File: config.mk
export PLATFORM = sky130hd
export DESIGN_NAME = vit_conv0_dma_rd_axi
export DESIGN_NICKNAME = d
export VERILOG_FILES = /design/src/rtl/vit_conv0_dma_rd_axi_pkg.sv /design/src/rtl/vit_dma_len_fifo.sv /design/src/rtl/vit_conv0_dma_rd_axi.sv
export SDC_FILE = /design/constraint.sdc
export NUM_CORES = 1
export LEC_CHECK = 0
export BUFFER_PORTS_ARGS = -buffer_cell sky130_fd_sc_hd__clkbuf_2
export CAP_MARGIN = 40
export CORE_AREA = 2 2 147 149
export CTS_BUF_LIST = sky130_fd_sc_hd__clkbuf_4 sky130_fd_sc_hd__clkbuf_8
export DETAILED_ROUTE_END_ITERATION = 12
export DIE_AREA = 0 0 149 151
export PLACE_DENSITY_LB_ADDON = 0.12
export SLEW_MARGIN = 40
export SYNTH_ARGS = -nofsm -noshare
export SYNTH_HDL_FRONTEND = slang
export SYNTH_SLANG_ARGS = --single-unit
File: constraint.sdc
create_clock -name clk -period 1.7 [get_ports clk]
set_input_delay 0.255 -clock clk [delete_from_list [all_inputs] [get_ports clk]]
set_output_delay 0.255 -clock clk [all_outputs]
set_load 0.1 [all_outputs]
File: src/rtl/vit_conv0_dma_rd_axi_pkg.sv
// ---------------------------------------------------------------------------
// vit_conv0_dma_rd_axi_pkg
// Shared constants and helpers for the conv0 data-DMA AXI read front end.
//   - Command payload layout {len_minus1, base_addr, offset}. These values
//     match the burst-length and field-offset defines shared across the CNN
//     codebase.
//   - AR-path FSM state encodings.
//   - Helpers that decode a command payload into an AR beat.
// ---------------------------------------------------------------------------
package vit_conv0_dma_rd_axi_pkg;

  localparam int LOG2_AXI_BURST_LEN = 4;
  localparam int LEN_LSB            = 64;
  localparam int BASE_LSB           = 32;
  localparam int OFS_LSB            = 0;
  localparam int PD_W               = LOG2_AXI_BURST_LEN + 64;

  // The two AR-path states, kept as plain constants for legacy tools.
  localparam logic [0:0] ST_IDLE    = 1'b0;
  localparam logic [0:0] ST_AR_PEND = 1'b1;

  typedef struct packed {
    logic [31:0] addr;
    logic [7:0]  len;
  } ar_cmd_t;

  // The burst start address is base + offset. Any carry out of bit 31 is
  // discarded, so the address wraps within the 4 GiB space.
  function automatic logic [31:0] pd_addr(input logic [PD_W-1:0] pd);
    return pd[BASE_LSB +: 32] + pd[OFS_LSB +: 32];
  endfunction

  function automatic logic [7:0] pd_arlen(input logic [PD_W-1:0] pd);
    return 8'(pd[LEN_LSB +: LOG2_AXI_BURST_LEN]);
  endfunction

endpackage

File: src/rtl/vit_dma_len_fifo.sv
// ---------------------------------------------------------------------------
// vit_dma_len_fifo
// A small FIFO that holds the arlen of each issued burst, so the R-side
// rlast checker can compare against it. The head entry is available
// combinationally on dout.
// This block exists only when VIT_DMA_RLAST_CHK_EN is defined.
// Ports:
//   clk, rst_n   clock and asynchronous active-low reset
//   push, din    write one 8-bit entry (ignored when full)
//   pop          drop the head entry (ignored when empty)
//   dout         head entry
//   empty, full  occupancy flags
// ---------------------------------------------------------------------------
`ifdef VIT_DMA_RLAST_CHK_EN
module vit_dma_len_fifo #(
  parameter int DEPTH = 8
) (
  input  logic       clk,
  input  logic       rst_n,
  input  logic       push,
  input  logic [7:0] din,
  input  logic       pop,
  output logic [7:0] dout,
  output logic       empty,
  output logic       full
);

  localparam int AW = $clog2(DEPTH);

  logic [7:0]  mem_q [DEPTH];
  logic [AW:0] wr_ptr_q, rd_ptr_q;
  logic        do_push, do_pop;

  // The pointers carry one extra wrap bit. That bit lets the logic tell full
  // from empty when the index bits are equal.
  assign empty   = (wr_ptr_q == rd_ptr_q);
  assign full    = (wr_ptr_q[AW] != rd_ptr_q[AW]) &&
                   (wr_ptr_q[AW-1:0] == rd_ptr_q[AW-1:0]);
  assign do_push = push && !full;
  assign do_pop  = pop && !empty;
  assign dout    = mem_q[rd_ptr_q[AW-1:0]];

  // NOTE: the storage array has no reset. Only the pointers define validity,
  // so resetting the storage would add reset fan-out and gain nothing.
  always_ff @(posedge clk) begin
    if (do_push) mem_q[wr_ptr_q[AW-1:0]] <= din;
  end

  // NOTE: state registers use non-blocking assignments only. This way every
  // flop samples values from before the edge, whatever order the
  // assignments are evaluated in.
  always_ff @(posedge clk or negedge rst_n) begin
    if (!rst_n) begin
      wr_ptr_q <= '0;
      rd_ptr_q <= '0;
    end else begin
      if (do_push) wr_ptr_q <= wr_ptr_q + (AW+1)'(1);
      if (do_pop)  rd_ptr_q <= rd_ptr_q + (AW+1)'(1);
    end
  end

endmodule
`endif

File: src/rtl/vit_conv0_dma_rd_axi.sv
// ---------------------------------------------------------------------------
// vit_conv0_dma_rd_axi
// The AXI read front end of the conv0 feature-data DMA.
// It turns rd_req commands into AR bursts, throttles the number of
// outstanding bursts to OUTST_MAX, and passes R data straight through to the
// feature buffer.
// Optional macro VIT_DMA_RLAST_CHK_EN adds a sticky err output. err flags any
// rlast that disagrees with the arlen of its burst.
// Ports:
//   rd_req_vld/rdy/pd    command in: {len_minus1, base_addr, offset}
//   arvalid/arready      AR handshake
//   araddr, arlen        AR payload
//   rvalid/rready        R handshake
//   rdata, rlast         R payload
//   dat_vld/rdy/pd       data out to the feature buffer (combinational)
//   idle                 no AR pending and no burst outstanding
//   err_clr, err         synchronous clear; sticky rlast error (macro only)
// ---------------------------------------------------------------------------
module vit_conv0_dma_rd_axi
  import vit_conv0_dma_rd_axi_pkg::*;
#(
  parameter int AXI_DW    = 128,
  parameter int OUTST_MAX = 8
) (
  input  logic              clk,
  input  logic              rst_n,
  input  logic              rd_req_vld,
  output logic              rd_req_rdy,
  input  logic [PD_W-1:0]   rd_req_pd,
  output logic              arvalid,
  input  logic              arready,
  output logic [31:0]       araddr,
  output logic [7:0]        arlen,
  input  logic              rvalid,
  output logic              rready,
  input  logic [AXI_DW-1:0] rdata,
  input  logic              rlast,
  output logic              dat_vld,
  input  logic              dat_rdy,
  output logic [AXI_DW-1:0] dat_pd,
  output logic              idle,
  input  logic              err_clr
`ifdef VIT_DMA_RLAST_CHK_EN
  ,
  output logic              err
`endif
);

  localparam int CW = $clog2(OUTST_MAX) + 1;

  logic [0:0]    state_q, state_d;
  logic [31:0]   araddr_q, araddr_d;
  logic [7:0]    arlen_q, arlen_d;
  logic [CW-1:0] outst_cnt_q, outst_cnt_d;
  logic [CW:0]   inflight;
  logic          ar_pending, req_hs, ar_hs, r_hs, rlast_hs;

  assign ar_pending = (state_q == ST_AR_PEND);
  assign arvalid    = ar_pending;
  assign araddr     = araddr_q;
  assign arlen      = arlen_q;

  // The AR that is still pending counts against the limit. In AR_PEND, a
  // new command is accepted only in the cycle the pending AR hands off.
  // That allows back-to-back bursts at one per cycle.
  assign inflight   = {1'b0, outst_cnt_q} + (CW+1)'(ar_pending);
  assign rd_req_rdy = (!ar_pending || arready) &&
                      (inflight < (CW+1)'(OUTST_MAX));

  assign req_hs   = rd_req_vld && rd_req_rdy;
  assign ar_hs    = arvalid && arready;
  assign r_hs     = rvalid && dat_rdy;
  assign rlast_hs = r_hs && rlast;

  // The R channel is a pure wire. It has no buffering and no dependency on
  // reset state, so any stale beats after a reset still drain.
  assign dat_vld = rvalid;
  assign rready  = dat_rdy;
  assign dat_pd  = rdata;

  assign idle = !ar_pending && (outst_cnt_q == '0);

  // NOTE: every combinational output gets a default before any branch, so
  // no path through the block can leave a value unassigned and infer a latch.
  always_comb begin
    state_d  = state_q;
    araddr_d = araddr_q;
    arlen_d  = arlen_q;
    if (ar_hs) state_d = ST_IDLE;
    if (req_hs) begin
      state_d  = ST_AR_PEND;
      araddr_d = pd_addr(rd_req_pd);
      arlen_d  = pd_arlen(rd_req_pd);
    end
  end

  // An AR and an rlast in the same cycle cancel out. After a reset, a stale
  // rlast finds the count at zero and must not take it below zero.
  always_comb begin
    outst_cnt_d = outst_cnt_q;
    if (ar_hs && !rlast_hs)
      outst_cnt_d = outst_cnt_q + CW'(1);
    else if (rlast_hs && !ar_hs && (outst_cnt_q != '0))
      outst_cnt_d = outst_cnt_q - CW'(1);
  end

  always_ff @(posedge clk or negedge rst_n) begin
    if (!rst_n) begin
      state_q     <= ST_IDLE;
      araddr_q    <= '0;
      arlen_q     <= '0;
      outst_cnt_q <= '0;
    end else begin
      state_q     <= state_d;
      araddr_q    <= araddr_d;
      arlen_q     <= arlen_d;
      outst_cnt_q <= outst_cnt_d;
    end
  end

`ifdef VIT_DMA_RLAST_CHK_EN
  logic [7:0] exp_len, beat_cnt_q, beat_cnt_d;
  logic       len_fifo_empty, len_fifo_full_unused;
  logic       mismatch, err_q, err_d;

  vit_dma_len_fifo #(
    .DEPTH (OUTST_MAX)
  ) u_len_fifo (
    .clk   (clk),
    .rst_n (rst_n),
    .push  (ar_hs),
    .din   (arlen_q),
    .pop   (rlast_hs),
    .dout  (exp_len),
    .empty (len_fifo_empty),
    .full  (len_fifo_full_unused)
  );

  // beat_cnt_q is the zero-based index of the current beat. When the FIFO is
  // empty, no burst is on record (for example, stale beats after a reset),
  // so there is nothing to check against.
  assign mismatch = r_hs && !len_fifo_empty &&
                    ((rlast && (beat_cnt_q != exp_len)) ||
                     (!rlast && (beat_cnt_q == exp_len)));

  always_comb begin
    beat_cnt_d = beat_cnt_q;
    if (rlast_hs)  beat_cnt_d = '0;
    else if (r_hs) beat_cnt_d = beat_cnt_q + 8'd1;
    err_d = (err_q && !err_clr) || mismatch;
  end

  always_ff @(posedge clk or negedge rst_n) begin
    if (!rst_n) begin
      beat_cnt_q <= '0;
      err_q      <= 1'b0;
    end else begin
      beat_cnt_q <= beat_cnt_d;
      err_q      <= err_d;
    end
  end

  assign err = err_q;
`else
  logic unused_err_clr;
  assign unused_err_clr = err_clr;
`endif

endmodule

==> impl_results.md, run 1 <==
- CTS root buf: clkbuf_8
- Worst-Skew Late Latency: 320 ps
- Commonest non-fill, non-tap cell in the layout: clkbuf_2
- Crit share post-route: 1.14
- Total Power: 9.29 mW
- First-pass GRT wire length: 24,000 um
- I/O Buffers: 115
- GR Overflow Total: 0
- Total global-route track usage: 0.143
- CTS tree: yes
- Drt first pass iters: 4
- R2r endpoint: outst_cnt_q[1]$_DFFE_PN0P_
- Worst Tran Pin Value: 593 ps
- Largest net degree at the start of global routing: 42
- Post-synth EDFFs: 0
- Nets: about 860
- CTS sink cnt: 41
- Chip height: about 150 um
- Final worst path period need: 1940 ps
- Net load switching power: between 5 and 6 mW
- Num rows: 53
- Hold path depth: 3
- Cells after Synth: 536
- Flop-to-flop setup slack: -20 ps
- Hold Crit Start: rd_req_pd[64]
- Max Cap Viol: 0
- Most frequent cells in the layout: clkbuf_2, buf_4, nand2_1
- DRT antenna net count: 0
- Endpoints failing hold: 0
- FMAX: about 0.5 GHz
- WP data required: 1900 ps
- H-tree depth: 2
- WL final: 16,800 um
- Status: finished with violations
- Skew final: 15.9 ps
- Drt first-iter violations: 105
- ANT cells: 0
- Main synth FF type: dfrtp_1
- RR Startpoint: outst_cnt_q[0]$_DFFE_PN0P_
- Clk pwr share: 0.094
- Internal power: approximately 3.7 mW
- Pleak: 2.70 nW
- Final HPWL DP: 14,100 um
- Peak VDD IR: 0.892 mV
- Share of cells above drive strength 1: 0.488
- Vias: roughly 3,900
- Crit Path Class: primary input to flop
- Ports: about 380
- Final Slew Violations: 0
- CP arrival: 2140 ps
- Flop pwr share: 0.192
- Post-Place Cells: 880
- WHS Endpoint: arlen[0]$_DFFE_PN0P_
- Gate power share: 0.714
- P&R area growth vs syn: 33.8%
- Final setup margin: -243 ps
- Hold crit path type: primary input to flop
- Pre-CTS setup slack: -841 ps
- Switching share of total power: 0.607
- Antenna violations before repair: 0
- Final Wtd Congestion: 0.787
- Rel. slew slack: 0.606
- Synth cell types: 48
- FF+latch count, synth: 41
- Die width: 149 um
- Routed wire per std cell: between 15 and 20 um
- Cell area after synthesis: between 4000 and 5000 sq um
- Sequential area share after synthesis: 0.238
- Failing checks: negative setup slack
- Clock Path Buffers: 2
- DRC violations left: 0
- Critical Path Source Type: primary input
- Endpoints failing setup: 17
- RSZ-0062 raised after global routing: yes
- Vias in the first global route: 3,833
- Die area: 22,500 sq um
- Worst R2R Path Depth: 4
- Power per Cell Area: roughly 1600 nW/um^2
- Reg clk slew, reported paths: 100 ps
- Avg Cell Area, Syn: between 8 and 9 sq um
- CP max FO: 3
- Inserted Clock Buffers: 5
- Starting density of the core: 0.207
- CP endpoint kind: flop
- YS warnings: 0
- # fillers: 2,297
- Hold slack: 136 ps
- Setup TNS: -2290 ps
- Finished Layout Cells: 900
- Ys async rst share: 1.00
- Core area: roughly 21,000 sq um
- Via-per-instance ratio: 4.37
## timing repair
item,in CTS,in global routing
setup endpoints to repair,25,31
hold buffers,1,0
resized for setup,33,47
pin swaps,37,30
hold endpoints to repair,41,0
setup buffers,5,11
## worst max-delay path by stage
stage | from | depth (start not counted) | slack, ps | end
2_1_floorplan | rd_req_pd[0] | 9 | -490 | araddr[22]$_DFFE_PN0P_
3_3_place_gp | rd_req_pd[1] | 11 | -800 | araddr[27]$_DFFE_PN0P_
3_5_place_dp | rd_req_pd[1] | 11 | -840 | araddr[27]$_DFFE_PN0P_
4_1_cts | rd_req_pd[32] | 11 | -300 | araddr[16]$_DFFE_PN0P_
5_1_grt | rd_req_pd[32] | 11 | -320 | araddr[26]$_DFFE_PN0P_
6_report | rd_req_pd[32] | 10 | -240 | araddr[26]$_DFFE_PN0P_
## kinds of logic (layout without fill, tap and decap cells)
family | count (synthesis) | in the layout | synth area share
fa+ha+maj | 35 | 35 | 0.105
xor+xnor | 30 | 30 | 0.0608
simple gates | 131 | 131 | 0.135
other cells | 1 | 4 | 0.000868
compound gates | 136 | 136 | 0.200
flops | 41 | 41 | 0.238
mux | 2 | 2 | 0.00492
buf+inv | 160 | 246 | 0.256
## final cells by class
type | instances | area (sq um) | area share
multi-input combinational | 338 | 2670 | 0.463
clock inverter | 2 | 38.8 | 0.00671
clock buffer | 6 | 76.3 | 0.0132
timing repair buffer | 230 | 1590 | 0.275
inverter | 8 | 30.0 | 0.00519
tap | 275 | 344 | 0.0595
sequential | 41 | 1030 | 0.178
## stage by stage
step | util | instance area (sq um)
CTS | 0.264 | 5490
finish | 0.278 | 5780
detailed placement | 0.245 | 5110
floorplan | - | 4500
global placement | 0.245 | 5110
global route | 0.278 | 5780
## layer usage
metal / wire (um) / GRT usage / up-vias / part of all wire
met5: 0 / 0 / - / 0
met2: 7520 / 0.225 / 197 / 0.45
met1: 6340 / 0.153 / 1805 / 0.38
met4: 210 / 0.0300 / 0 / 0.013
li1: - / - / 1895 / -
met3: 2690 / 0.111 / 32 / 0.16
## cell usage after synthesis, types with 3 or more instances
cell,n,area (sq um)
a21o_1,11,82.6
a21oi_1,35,175
a31oi_1,7,43.8
a41oi_1,3,26.3
and2_1,3,18.8
and3_1,10,62.6
buf_4,134,1010
clkbuf_1,16,60.1
dfrtp_1,41,1030
ha_1,33,413
inv_1,7,26.3
nand2_1,68,255
nand2b_1,3,18.8
nand3_1,10,50.1
nand4_1,7,43.8
nor2_1,20,75.1
nor3_1,6,30.0
o211ai_1,6,45.0
o21ai_0,14,70.1
o21ai_1,34,170
o21bai_1,3,22.5
o31ai_1,3,22.5
or4_1,3,22.5
xnor2_1,18,158
xor2_1,12,105
## critical path: stages
cell,delay [ps]
buf_6,100
ha_4,160
fa_2,340
a21o_1,220
a221o_1,360
a21oi_4,180
o21ai_4,90
a41oi_4,200
buf_6,140
o211ai_1,90
## registers in the layout, summed over array words and instances, names as in the netlist
name	flops
araddr	32
arlen	4
arvalid	1
outst_cnt_q	4
## power by group through the flow
stage / combinational [mW] / sequential, mW / clock, mW
after floorplan: 3.15 / 4.83 / 0
after global placement: 6.26 / 1.82 / 0
after detailed placement: 6.30 / 1.81 / 0
after CTS: 6.46 / 1.79 / 0.913
after global routing: 7.02 / 1.85 / 0.960
final: 6.63 / 1.78 / 0.873
Note: power is estimated with default switching activity, not from simulation.
==> run 2: changes to the inputs <==
--- a/config.mk
+++ b/config.mk
@@ -11,7 +11,7 @@
 export CTS_BUF_LIST = sky130_fd_sc_hd__clkbuf_4 sky130_fd_sc_hd__clkbuf_8
 export DETAILED_ROUTE_END_ITERATION = 12
 export DIE_AREA = 0 0 149 151
-export PLACE_DENSITY_LB_ADDON = 0.12
+export PLACE_DENSITY_LB_ADDON = 0.08
 export SLEW_MARGIN = 40
 export SYNTH_ARGS = -nofsm -noshare
 export SYNTH_HDL_FRONTEND = slang
==> impl_results.md, run 2 (synthesis gave the netlist of run 1 again) <==
- Final Slew Violations: 0 (unchanged)
- Vias in the first global route: 4,020 (was 3,833)
- Most frequent cells in the layout: buf_4, clkbuf_2, nand2_1 (was clkbuf_2, buf_4, nand2_1)
- Hold slack: 140 ps (was 136 ps)
- CP arrival: 2200 ps (was 2140 ps)
- Via-per-instance ratio: 4.40 (was 4.37)
- CTS tree: yes (unchanged)
- Sequential cell area: 1030 sq um (unchanged)
- Worst Tran Pin Value: 591 ps (was 593 ps)
- Num rows: 53 (unchanged)
- I/O Buffers: 115 (unchanged)
- Buf/Inv on CP: 3 (was 2)
- Antenna violations before repair: 0 (unchanged)
- RR Startpoint: outst_cnt_q[2]$_DFFE_PN0P_ (was outst_cnt_q[0]$_DFFE_PN0P_)
- CP max FO: 3 (unchanged)
- Final HPWL DP: 13,600 um (was 14,100 um)
- DRC violations left: 0 (unchanged)
- Crit path cell chain: buf_6 -> ha_4 -> fa_2 -> a21o_1 -> a221o_1 -> a21oi_4 -> o21ai_4 -> buf_4 -> buf_6 -> xnor2_2 -> o21ai_1 (was buf_6 -> ha_4 -> fa_2 -> a21o_1 -> a221o_1 -> a21oi_4 -> o21ai_4 -> a41oi_4 -> buf_6 -> o211ai_1)
- FMAX: 0.513 GHz (was 0.515 GHz)
- Hold crit path type: primary input to flop (unchanged)
- Most common cell on crit path: buf_6 (unchanged)
- Vias: 3,979 (was 3,929)
- Die area: 22,500 sq um (unchanged)
- Flop-to-flop setup slack: 20 ps (was -20 ps)
- Failing checks: negative setup slack (unchanged)
- Peak VDD IR: 0.649 mV (was 0.892 mV)
- Chip height: 151 um (unchanged)
- Endpoints failing hold: 0 (unchanged)
- Reg clk slew, reported paths: 90 ps (was 100 ps)
- CTS sink cnt: 41 (unchanged)
- Ports: 377 (unchanged)
- Area of the multi-input gates: 2620 sq um (was 2670 sq um)
- Drt first-iter violations: 102 (was 105)
- WP data required: 1950 ps (was 1900 ps)
- P&R area growth vs syn: 33.0% (was 33.8%)
- Hold path depth: 3 (unchanged)
- CP top delay family: compound AO/OA/AOI/OAI gates (unchanged)
- Commonest non-fill, non-tap cell in the layout: buf_4 (was clkbuf_2)
- Final Wtd Congestion: 0.748 (was 0.787)
- RSZ-0062 raised after global routing: yes (unchanged)
- Skew final: 13.7 ps (was 15.9 ps)
- Worst R2R Path Depth: 4 (unchanged)
- First-pass GRT wire length: 23,500 um (was 24,000 um)
- Rel. slew slack: 0.608 (was 0.606)
- Critical Path Source Type: primary input (unchanged)
- Starting density of the core: 0.207 (unchanged)
- Setup TNS: -2900 ps (was -2290 ps)
- Hold Crit Start: rd_req_pd[66] (was rd_req_pd[64])
- Die width: 149 um (unchanged)
- CP max-delay cell: a221o_1 (unchanged)
- Clock Path Buffers: 2 (unchanged)
- Share of cells above drive strength 1: 0.485 (was 0.488)
- Largest net degree at the start of global routing: 42 (unchanged)
- Crit share post-route: 1.15 (was 1.14)
- Routed wire per std cell: 17.7 um (was 18.6 um)
- Worst-Skew Late Latency: 320 ps (about the same)
- Power per Cell Area: 1600 nW/um^2 (was 1610 nW/um^2)
- ANT cells: 0 (unchanged)
- Final setup margin: -250 ps (was -243 ps)
- WHS Endpoint: arlen[2]$_DFFE_PN0P_ (was arlen[0]$_DFFE_PN0P_)
- WL final: 16,000 um (was 16,800 um)
- Total global-route track usage: 0.139 (was 0.143)
- Nets: 867 (was 863)
- Core area: 20,800 sq um (unchanged)
- DRT antenna net count: 0 (unchanged)
- Status: finished with violations (unchanged)
- # fillers: 2,287 (was 2,297)
- R2r endpoint: outst_cnt_q[1]$_DFFE_PN0P_ (unchanged)
- Final worst path period need: 1950 ps (was 1940 ps)
- Endpoints failing setup: 18 (was 17)
- Max FFs per register: 32 (unchanged)
- Crit Path Class: primary input to flop (unchanged)
- Inserted Clock Buffers: 5 (unchanged)
- H-tree depth: 2 (unchanged)
- Pleak: 2.74 nW (was 2.70 nW)
- CTS root buf: clkbuf_8 (unchanged)
- GR Overflow Total: 0 (unchanged)
- CP endpoint kind: flop (unchanged)
- Max Cap Viol: 0 (unchanged)
- Drt first pass iters: 4 (unchanged)
- CP max stage delay: 360 ps (about the same)
run 2: changes by cell type in the layout (fill, tap and decap cells not counted), moves of 2 or more:
cell / delta
buf_4: +4
and3_1: +2
clkbuf_2: +2
and3_4: -2
ha_1: +5
xnor2_1: -2
a21oi_1: +2
ha_4: -5
run 2: worst reg2reg max path: cells and delay by family (launching register included):
family           cells  cell delay [ps]
AO/OA/AOI/OAI        1              170
flip-flops           1              390
AND/OR/NAND/NOR      2              710
multiplexers         1              310
run 2: stage by stage:
step | area (sq um) | utilization | power [mW] | setup WS [ps] | instances
final | 5740 | 0.276 | 9.21 | -250 | 904
after global routing | 5740 | 0.276 | 9.75 | -314 | 904
after CTS | 5560 | 0.267 | 9.26 | -252 | 899
after detailed placement | 5150 | 0.247 | 8.13 | -742 | 885
after global placement | 5150 | 0.247 | 8.11 | -711 | 885
after floorplan | 4500 | - | 7.97 | -491 | 539
run 2: cell type report:
| class | instances | share of cell area |
|---|---|---|
| Multi-Input combinational cell | 338 | 0.456 |
| Timing Repair Buffer | 234 | 0.279 |
| Sequential cell | 41 | 0.179 |
| Tap cell | 275 | 0.0599 |
| Clock buffer | 7 | 0.0157 |
| Clock inverter | 1 | 0.00523 |
| Inverter | 8 | 0.00523 |
run 2: where the power goes:
part | internal [mW] | switching [mW]
logic | 1.65 | 4.85
clock network | 0.497 | 0.425
registers | 1.45 | 0.329
total | 3.61 | 5.60
run 2: how the worst max path moves through the flow:
stage,startpoint,end,slack (ps),cells past startpoint
final,rd_req_pd[32],araddr[14]$_DFFE_PN0P_,-250,11
after global routing,rd_req_pd[32],araddr[30]$_DFFE_PN0P_,-310,11
after CTS,rd_req_pd[32],araddr[30]$_DFFE_PN0P_,-250,11
after detailed placement,rd_req_pd[0],araddr[26]$_DFFE_PN0P_,-740,10
after global placement,rd_req_pd[1],araddr[29]$_DFFE_PN0P_,-710,10
after floorplan,rd_req_pd[0],araddr[22]$_DFFE_PN0P_,-490,9
run 2: repair_timing:
item	CTS	global route
endpoints found under the hold margin	41	0
endpoints found under the setup margin	23	26
buffers inserted	6	5
gates resized for setup	42	26
pin swaps	32	15
hold buffers	1	0
run 2: layer usage:
| metal | up-vias | wire [um] | part of all wire | track usage |
|---|---|---|---|---|
| met2 | 163 | 7890 | 0.49 | 0.243 |
| met1 | 1861 | 6180 | 0.39 | 0.152 |
| li1 | 1903 | - | - | - |
| met5 | - | 0 | 0 | 0 |
| met3 | 52 | 1460 | 0.091 | 0.0560 |
| met4 | 0 | 479 | 0.030 | 0.0481 |
